### config.mk
export PLATFORM = sky130hd
export DESIGN_NAME = opb_status_slv_mux_flat
export DESIGN_NICKNAME = d
export VERILOG_FILES = /design/src/rtl/opb_status_slv_mux_pkg.sv /design/src/rtl/opb_status_slv_mux_if.sv /design/src/rtl/opb_status_slv_mux_wdog.sv /design/src/rtl/opb_status_slv_mux.sv /design/src/flat_wrapper.sv
export SDC_FILE = /design/constraint.sdc
export NUM_CORES = 1
export LEC_CHECK = 0
export CAP_MARGIN = 30
export CELL_PAD_IN_SITES_DETAIL_PLACEMENT = 1
export CELL_PAD_IN_SITES_GLOBAL_PLACEMENT = 1
export CORE_AREA = 3 3 157 159
export DETAILED_ROUTE_END_ITERATION = 7
export DIE_AREA = 0 0 160 162
export PLACE_DENSITY_LB_ADDON = 0.1
export SLEW_MARGIN = 15
export SYNTH_ARGS = -nofsm -noshare
export SYNTH_HDL_FRONTEND = slang
export SYNTH_SLANG_ARGS = --single-unit
### constraint.sdc
create_clock -name OPB_Clk -period 9.2 [get_ports OPB_Clk]
set_input_delay 2.76 -clock OPB_Clk [delete_from_list [all_inputs] [get_ports OPB_Clk]]
set_output_delay 2.76 -clock OPB_Clk [all_outputs]
set_load 0.05 [all_outputs]
### src/rtl/opb_status_slv_mux_pkg.sv
// Shared types and constants for the OPB status-register slave multiplexer.
package opb_status_slv_mux_pkg;

    localparam int OPB_DWIDTH = 32;

    typedef enum logic [1:0] {
        IDLE,
        FWD,
        RESP,
        DONE
    } state_e;

    typedef enum logic [1:0] {
        ACK,
        ERR,
        RETRY
    } resp_e;

endpackage

### src/rtl/opb_status_slv_mux_if.sv
// OPB-side and downstream-slave-side signals of the status slave multiplexer.
interface opb_status_slv_mux_if #(
    parameter int NUM_SLAVES = 8
);
    logic [0:31]                 OPB_ABus;
    logic [0:31]                 OPB_DBus;
    logic [0:3]                  OPB_BE;
    logic                        OPB_RNW;
    logic                        OPB_select;
    logic                        OPB_seqAddr;

    logic [0:31]                 Sl_DBus;
    logic                        Sl_xferAck;
    logic                        Sl_errAck;
    logic                        Sl_retry;
    logic                        Sl_toutSup;

    logic [NUM_SLAVES-1:0]       S_select;
    logic [32*NUM_SLAVES-1:0]    S_DBus;
    logic [NUM_SLAVES-1:0]       S_xferAck;
    logic [NUM_SLAVES-1:0]       S_errAck;
    logic [NUM_SLAVES-1:0]       S_retry;

    logic [7:0]                  timeout_cnt;

    modport slave (
        input  OPB_ABus, OPB_DBus, OPB_BE, OPB_RNW, OPB_select, OPB_seqAddr,
        input  S_DBus, S_xferAck, S_errAck, S_retry,
        output Sl_DBus, Sl_xferAck, Sl_errAck, Sl_retry, Sl_toutSup,
        output S_select, timeout_cnt
    );

    modport master (
        output OPB_ABus, OPB_DBus, OPB_BE, OPB_RNW, OPB_select, OPB_seqAddr,
        output S_DBus, S_xferAck, S_errAck, S_retry,
        input  Sl_DBus, Sl_xferAck, Sl_errAck, Sl_retry, Sl_toutSup,
        input  S_select, timeout_cnt
    );
endinterface

### src/rtl/opb_status_slv_mux_wdog.sv
// Watchdog for the FWD state plus a saturating count of expiries.
module opb_status_slv_mux_wdog #(
    parameter int C_TIMEOUT = 12
) (
    input  logic       clk,
    input  logic       rst_n,
    input  logic       in_fwd,
    input  logic       hold,
    output logic       expire,
    output logic [7:0] timeout_cnt
);
    localparam int CW = $clog2(C_TIMEOUT + 1);

    logic [CW-1:0] cnt;

    // A handshake or an abort in the final cycle takes precedence over the expiry.
    assign expire = in_fwd && !hold && (cnt == CW'(C_TIMEOUT - 1));

    always_ff @(posedge clk or negedge rst_n) begin
        if (!rst_n) begin
            cnt         <= '0;
            timeout_cnt <= '0;
        end else begin
            cnt <= in_fwd ? cnt + 1'b1 : '0;
            if (expire && timeout_cnt != 8'hFF)
                timeout_cnt <= timeout_cnt + 8'd1;
        end
    end

endmodule

### src/rtl/opb_status_slv_mux.sv
// Shares one OPB address region among up to 16 register slaves.
// Optional watchdog: define OPB_STATUS_SLV_MUX_WATCHDOG_EN.
module opb_status_slv_mux
    import opb_status_slv_mux_pkg::*;
#(
    parameter logic [31:0] C_BASEADDR   = 32'h0108_0000,
    parameter int          C_NUM_SLAVES = 8,
    parameter int          C_SPAN_LOG2  = 8,
    parameter int          C_TIMEOUT    = 12
) (
    input logic                 OPB_Clk,
    input logic                 OPB_Rst_n,
    opb_status_slv_mux_if.slave bus
);
    localparam int IW = (C_NUM_SLAVES > 1) ? $clog2(C_NUM_SLAVES) : 1;

    state_e                  state;
    logic [IW-1:0]           idx_r;
    logic                    tout_sup_r;

    logic [31:0]             offset;
    logic [31:0]             idx_full;
    logic                    hit;
    logic [C_NUM_SLAVES-1:0] hit_sel;
    logic                    sel_ack;
    logic                    sel_err;
    logic                    sel_retry;
    logic [0:OPB_DWIDTH-1]   sel_data;
    logic                    hs_any;
    logic                    abort;
    logic                    expire;
    resp_e                   kind;

    // NOTE: every always_comb output gets a default before any branch, so no latch is inferred.
    always_comb begin
        offset    = bus.OPB_ABus - C_BASEADDR;
        idx_full  = offset >> C_SPAN_LOG2;
        hit       = bus.OPB_select && (bus.OPB_ABus >= C_BASEADDR)
                    && (idx_full < 32'(C_NUM_SLAVES));
        hit_sel   = '0;
        sel_ack   = 1'b0;
        sel_err   = 1'b0;
        sel_retry = 1'b0;
        sel_data  = '0;
        for (int i = 0; i < C_NUM_SLAVES; i++) begin
            hit_sel[i] = (idx_full == 32'(i));
            if (idx_r == IW'(i)) begin
                sel_ack   = bus.S_xferAck[i];
                sel_err   = bus.S_errAck[i];
                sel_retry = bus.S_retry[i];
                sel_data  = bus.S_DBus[OPB_DWIDTH*i +: OPB_DWIDTH];
            end
        end
        hs_any = sel_ack || sel_err || sel_retry;
        abort  = !bus.OPB_select;
        if (sel_err || expire)
            kind = ERR;
        else if (sel_ack)
            kind = ACK;
        else
            kind = RETRY;
    end

`ifdef OPB_STATUS_SLV_MUX_WATCHDOG_EN
    opb_status_slv_mux_wdog #(
        .C_TIMEOUT (C_TIMEOUT)
    ) u_wdog (
        .clk         (OPB_Clk),
        .rst_n       (OPB_Rst_n),
        .in_fwd      (state == FWD),
        .hold        (hs_any || abort),
        .expire      (expire),
        .timeout_cnt (bus.timeout_cnt)
    );
`else
    assign expire          = 1'b0;
    assign bus.timeout_cnt = '0;
`endif

    // NOTE: sequential state uses non-blocking assignments so all registers update together.
    always_ff @(posedge OPB_Clk or negedge OPB_Rst_n) begin
        if (!OPB_Rst_n) begin
            state          <= IDLE;
            idx_r          <= '0;
            tout_sup_r     <= 1'b0;
            bus.S_select   <= '0;
            bus.Sl_DBus    <= '0;
            bus.Sl_xferAck <= 1'b0;
            bus.Sl_errAck  <= 1'b0;
            bus.Sl_retry   <= 1'b0;
        end else begin
            bus.Sl_DBus    <= '0;
            bus.Sl_xferAck <= 1'b0;
            bus.Sl_errAck  <= 1'b0;
            bus.Sl_retry   <= 1'b0;
            case (state)
                IDLE: begin
                    if (hit) begin
                        idx_r        <= idx_full[IW-1:0];
                        bus.S_select <= hit_sel;
                        tout_sup_r   <= 1'b1;
                        state        <= FWD;
                    end
                end
                FWD: begin
                    if (abort) begin
                        bus.S_select <= '0;
                        tout_sup_r   <= 1'b0;
                        state        <= IDLE;
                    end else if (hs_any || expire) begin
                        bus.S_select   <= '0;
                        bus.Sl_xferAck <= (kind == ACK);
                        bus.Sl_errAck  <= (kind == ERR);
                        bus.Sl_retry   <= (kind == RETRY);
                        // Only a read that completes normally carries data.
                        bus.Sl_DBus    <= (kind == ACK && bus.OPB_RNW) ? sel_data : '0;
                        state          <= RESP;
                    end
                end
                RESP: begin
                    tout_sup_r <= 1'b0;
                    state      <= DONE;
                end
                default: state <= IDLE;
            endcase
        end
    end

    // The hit-cycle term is combinational; it is gated by reset so outputs stay quiet in reset.
    assign bus.Sl_toutSup = tout_sup_r || (OPB_Rst_n && (state == IDLE) && hit);

    logic unused_ok;
    assign unused_ok = ^{bus.OPB_DBus, bus.OPB_BE, bus.OPB_seqAddr};

endmodule

### src/flat_wrapper.sv
// flat-port wrapper written by rule: the top's interface ports become plain ports
module opb_status_slv_mux_flat import opb_status_slv_mux_pkg::*;
#(
    parameter logic [31:0] C_BASEADDR   = 32'h0108_0000,
    parameter int          C_NUM_SLAVES = 8,
    parameter int          C_SPAN_LOG2  = 8,
    parameter int          C_TIMEOUT    = 12
)
  (OPB_Clk, OPB_Rst_n, bus_OPB_ABus, bus_OPB_DBus, bus_OPB_BE, bus_OPB_RNW, bus_OPB_select, bus_OPB_seqAddr, bus_S_DBus, bus_S_xferAck, bus_S_errAck, bus_S_retry, bus_Sl_DBus, bus_Sl_xferAck, bus_Sl_errAck, bus_Sl_retry, bus_Sl_toutSup, bus_S_select, bus_timeout_cnt);
  opb_status_slv_mux_if bus_i ();
  input logic OPB_Clk;
  input logic OPB_Rst_n;
  input wire logic [$bits(bus_i.OPB_ABus)-1:0] bus_OPB_ABus;
  input wire logic [$bits(bus_i.OPB_DBus)-1:0] bus_OPB_DBus;
  input wire logic [$bits(bus_i.OPB_BE)-1:0] bus_OPB_BE;
  input wire logic [$bits(bus_i.OPB_RNW)-1:0] bus_OPB_RNW;
  input wire logic [$bits(bus_i.OPB_select)-1:0] bus_OPB_select;
  input wire logic [$bits(bus_i.OPB_seqAddr)-1:0] bus_OPB_seqAddr;
  input wire logic [$bits(bus_i.S_DBus)-1:0] bus_S_DBus;
  input wire logic [$bits(bus_i.S_xferAck)-1:0] bus_S_xferAck;
  input wire logic [$bits(bus_i.S_errAck)-1:0] bus_S_errAck;
  input wire logic [$bits(bus_i.S_retry)-1:0] bus_S_retry;
  output wire logic [$bits(bus_i.Sl_DBus)-1:0] bus_Sl_DBus;
  output wire logic [$bits(bus_i.Sl_xferAck)-1:0] bus_Sl_xferAck;
  output wire logic [$bits(bus_i.Sl_errAck)-1:0] bus_Sl_errAck;
  output wire logic [$bits(bus_i.Sl_retry)-1:0] bus_Sl_retry;
  output wire logic [$bits(bus_i.Sl_toutSup)-1:0] bus_Sl_toutSup;
  output wire logic [$bits(bus_i.S_select)-1:0] bus_S_select;
  output wire logic [$bits(bus_i.timeout_cnt)-1:0] bus_timeout_cnt;
  assign bus_i.OPB_ABus = bus_OPB_ABus;
  assign bus_i.OPB_DBus = bus_OPB_DBus;
  assign bus_i.OPB_BE = bus_OPB_BE;
  assign bus_i.OPB_RNW = bus_OPB_RNW;
  assign bus_i.OPB_select = bus_OPB_select;
  assign bus_i.OPB_seqAddr = bus_OPB_seqAddr;
  assign bus_i.S_DBus = bus_S_DBus;
  assign bus_i.S_xferAck = bus_S_xferAck;
  assign bus_i.S_errAck = bus_S_errAck;
  assign bus_i.S_retry = bus_S_retry;
  assign bus_Sl_DBus = bus_i.Sl_DBus;
  assign bus_Sl_xferAck = bus_i.Sl_xferAck;
  assign bus_Sl_errAck = bus_i.Sl_errAck;
  assign bus_Sl_retry = bus_i.Sl_retry;
  assign bus_Sl_toutSup = bus_i.Sl_toutSup;
  assign bus_S_select = bus_i.S_select;
  assign bus_timeout_cnt = bus_i.timeout_cnt;
  opb_status_slv_mux #(.C_BASEADDR(C_BASEADDR), .C_NUM_SLAVES(C_NUM_SLAVES), .C_SPAN_LOG2(C_SPAN_LOG2), .C_TIMEOUT(C_TIMEOUT)) u_core (.OPB_Clk(OPB_Clk), .OPB_Rst_n(OPB_Rst_n), .bus(bus_i));
endmodule
==> results of run 1 <==
[worst max path at each step]
stage / endpoint / slack [ps] / cells past startpoint
global route: bus_Sl_toutSup / 560 / 9
finish: bus_Sl_toutSup / 660 / 9
global placement: bus_Sl_toutSup / 710 / 9
floorplan: bus_Sl_toutSup / 1950 / 7
detailed placement: bus_Sl_toutSup / 680 / 9
CTS: bus_Sl_toutSup / 660 / 9
[metrics by stage]
| stage | cell area (µm²) | setup WS (ps) | hold slack [ps] | total power [µW] |
|---|---|---|---|---|
| after floorplan | 4120 | 1950 | 480 | 348 |
| after global placement | 7860 | 705 | 477 | 515 |
| after detailed placement | 7940 | 680 | 485 | 521 |
| after CTS | 8100 | 663 | 506 | 745 |
| after global routing | 8100 | 557 | 516 | 775 |
| final | 8100 | 665 | 497 | 731 |
[worst max-delay path, delay by kind of cell]
kind,cells,cell delay (ps)
buffers and inverters,3,1350
and+or+nand+nor,2,810
AOI/OAI and AO/OA,3,660
adders and majority gates,1,180
[layer usage]
metal / routed length (µm) / track usage
met1: 8590 / 0.181
met2: 11700 / 0.311
met3: 1830 / 0.0569
met4: 426 / 0.0426
met5: 13 / 0
[cell usage in the layout (no fill, tap or decap), types with 2 or more instances in the layout]
cell and count:
sky130_fd_sc_hd__conb_1 8, sky130_fd_sc_hd__mux2_2 4, sky130_fd_sc_hd__mux4_2 21, sky130_fd_sc_hd__nor2_1 66
sky130_fd_sc_hd__o221ai_1 23, sky130_fd_sc_hd__o2bb2ai_1 7, sky130_fd_sc_hd__o21ai_0 25, sky130_fd_sc_hd__and3_1 2
sky130_fd_sc_hd__dfrtp_4 2, sky130_fd_sc_hd__nor2b_2 4, sky130_fd_sc_hd__or3_1 3, sky130_fd_sc_hd__buf_8 3
sky130_fd_sc_hd__inv_1 8, sky130_fd_sc_hd__a21o_1 2, sky130_fd_sc_hd__clkdlybuf4s50_1 350, sky130_fd_sc_hd__a22o_1 25
sky130_fd_sc_hd__a21oi_1 48, sky130_fd_sc_hd__buf_4 6, sky130_fd_sc_hd__clkbuf_16 5, sky130_fd_sc_hd__dfrtp_1 46
sky130_fd_sc_hd__ha_1 4, sky130_fd_sc_hd__o211ai_1 2, sky130_fd_sc_hd__nand3b_1 7, sky130_fd_sc_hd__nand3_1 6
sky130_fd_sc_hd__nor3b_1 2, sky130_fd_sc_hd__nor4_1 2, sky130_fd_sc_hd__mux2i_1 37, sky130_fd_sc_hd__nand2_1 50
[where the power goes]
part           internal [µW]  switching, µW  leakage, µW
registers                226           6.68     0.000673
logic                    167            115      0.00220
clock network            128           88.5    0.0000808
total                    521            210      0.00296
[layout make-up]
cell class / instances / share of cell area
clock buffers: 6 / 0.0159
flip-flops and latches: 49 / 0.152
well taps: 319 / 0.0493
clock inverters: 2 / 0.00433
multi-input cells: 367 / 0.327
inverters: 8 / 0.00371
repair buffers: 361 / 0.448
[sequential cells by signal, summed over array words and instances (netlist names)]
signal	cells
u_core.bus.Sl_DBus	32
u_core.bus.S_select	8
u_core.idx_r	3
u_core.bus.Sl_retry	1
u_core.bus.Sl_errAck	1
u_core.tout_sup_r	1
u_core.bus.Sl_xferAck	1
u_core.state	2
[logic make-up (layout without fill, tap and decap cells)]
logic type,Yosys count,after routing,synth area share
AO/OA/AOI/OAI,140,140,0.236
adder cells (fa/ha/maj),4,4,0.0122
buffers and inverters,55,377,0.0635
flip-flops,49,49,0.299
multiplexers,62,62,0.217
other,1,8,0.000916
AND/OR/NAND/NOR,153,153,0.171
==> results list, run 1 <==
* # rows: 56
- Final Cycle Share: 0.928
- Weighted congestion at the end of routability-driven global placement: 0.808
- Final setup violation count: 0
- The startpoint identified for the worst hold timing path is u_core.bus.S_select[3]$_DFFE_PN0P_.
* Multi-input gate area: 2650 µm²
* Placed Instances: 1104
* Yosys Warn Count: 0
- The max-slew violation count came to 0.
- Traced cell by cell, the critical path runs through clkdlybuf4s50_1 > inv_1 > ha_1 > or4b_4 > a21bo_1 > a22o_4 > nor3_4 > a21o_2 > clkdlybuf4s50_1.
- In this run the number of H-tree levels came out at 2.
- Each instance of the synthesized netlist takes up on average 8.83 µm².
* Initial core utilization: 0.175
- Most area-consuming cells after synthesis: sky130_fd_sc_hd__dfrtp_1, sky130_fd_sc_hd__mux4_2, sky130_fd_sc_hd__mux2i_1
- The clock drives 49 sinks.
- The first global-routing pass estimated 33600 µm of wire.
- Power density cells: 90.3 nW/µm²
- VDD sags by at most 0.0000603 V.
- Synthesis produced a netlist whose cell count is 464.
* Die footprint: 25900 µm²
- Across the routed clock network, the largest skew measured is 5.37 ps.
* Leakage component of the power: 0.00296 µW
* Cell at the root of the clock tree: sky130_fd_sc_hd__clkbuf_16
- Setup TNS Final: 0 ps
- Syn-to-layout area delta: 97.8%
- RSZ-0062 raised after global routing: false
- Once detailed placement completed, the half-perimeter wirelength came to 17800 µm.
- Number of global-route vias before repair: 5751
- Using the TritonRoute via totals, the vias-per-cell ratio works out to 4.53.
* Largest net degree at the start of global routing: 62
- Cell accounting for the most synthesized area: sky130_fd_sc_hd__dfrtp_1
* Hold Vio Cnt, Final: 0
- Clock input transition at the sequential cells of the worst setup and hold paths: 70 ps
- After global routing the overflow that remains totals 0.
- Number of vias after detailed routing: 5037
- Tracing the worst setup path back leads to its startpoint at bus_OPB_ABus[19].
- Clock latency on the worst-skew pair: 300 ps
- Share of cells above drive strength 1: 0.0731
* CP Capture Type: primary output
- Number of enable-type register cells in the synthesized netlist: 0
- Kind of start point of the critical path: input port
- Timing would allow up to 117 MHz.
* # hold bufs at CTS: 0
- All-Layer GR Usage: 0.167
- Final std cells w/o fill: 1112
* Clock tree from TritonCTS: done
* Layout filler cell count: 2792
* Most frequent CP cell: sky130_fd_sc_hd__clkdlybuf4s50_1
* I/O pins: 405
- The floorplan step defined a core boundary enclosing 23400 µm².
- The number of antenna violations at the first check in global routing was 1.
- Gates resized during post-CTS repair numbered 0.
- Portion of the post-synthesis area used by sequential elements: 0.299
* Die H: 162 µm
* Count of buffers inserted at the top-level ports: 351
- Wires add up to 22500 µm.
- By instance count, the leading cell after synthesis is sky130_fd_sc_hd__nor2_1.
- For flop-to-flop paths, the worst setup slack is 5900 ps.
- Post-layout util: 0.346
- After detailed routing, the number of remaining DRC violations is 0.
- Worst reg2reg startpoint: u_core.idx_r[1]$_DFFE_PN0P_
- The repair_antennas step left the layout with diodes totalling 0.
* Headroom to the max-slew limit: 0.398
- In the final routed layout, each cell accounts on average for 20.3 µm.
- Yosys cell types: 46
- Antenna viol nets, final: 0
- Of all nets on the critical path, the largest fanout is 6.
* Number of storage elements in the synthesis netlist: 49
- FF+latch area: 1230 µm²
- The first TritonRoute pass finished after 4 iterations.
* Category of the critical setup timing path: in -> out
* Netlist area before placement: 4100 µm²
* Post-CTS setup buffer count: 0
- The run finished with clean final reports.
- Area share of the largest cell type after synthesis: 0.299
- Endpoint, Worst Hold: u_core.bus.S_select[3]$_DFFE_PN0P_
* Net count of the finished layout: 1149
- Worst hold path class: reg -> reg
- Final period demand of the worst path: 8540 ps
- Counting cells, the worst reg-to-reg path comes to 7.
- The clock passes through at most 2 buffers.
- Most frequent cells after synthesis: sky130_fd_sc_hd__nor2_1, sky130_fd_sc_hd__nand2_1, sky130_fd_sc_hd__dfrtp_1
- STA puts the critical path data required time at 6440 ps.
- Worst-Margin Slew: 903 ps
- Maximum cell stage delay along the critical path: 810 ps
- Maximum Capacitance Violations: 0
- Along the worst hold path, the cell count comes to 1.
* Number of buffers inserted during clock tree synthesis: 5
* Die extent in x: 160 µm
- In this run, the number of DRC markers left after iteration 0 of detailed routing was 147.
- Worst endpoint data arrival time: 5780 ps
- CP max stage cell: sky130_fd_sc_hd__clkdlybuf4s50_1
- Share of async-settable or async-resettable flops after synthesis: 1.00
* FF-to-FF End: u_core.bus.Sl_DBus[8]$_DFF_PN0_
- Post-synth top flop: sky130_fd_sc_hd__dfrtp_1
Power figures use the tool's default switching activity.
==> run 2: changes to the inputs <==
--- a/config.mk
+++ b/config.mk
@@ -16,3 +16,4 @@
 export SYNTH_ARGS = -nofsm -noshare
 export SYNTH_HDL_FRONTEND = slang
 export SYNTH_SLANG_ARGS = --single-unit
+export TNS_END_PERCENT = 30
==> results of run 2 <==
Same layout as run 1: the final DEF is identical, and so are final timing and power.
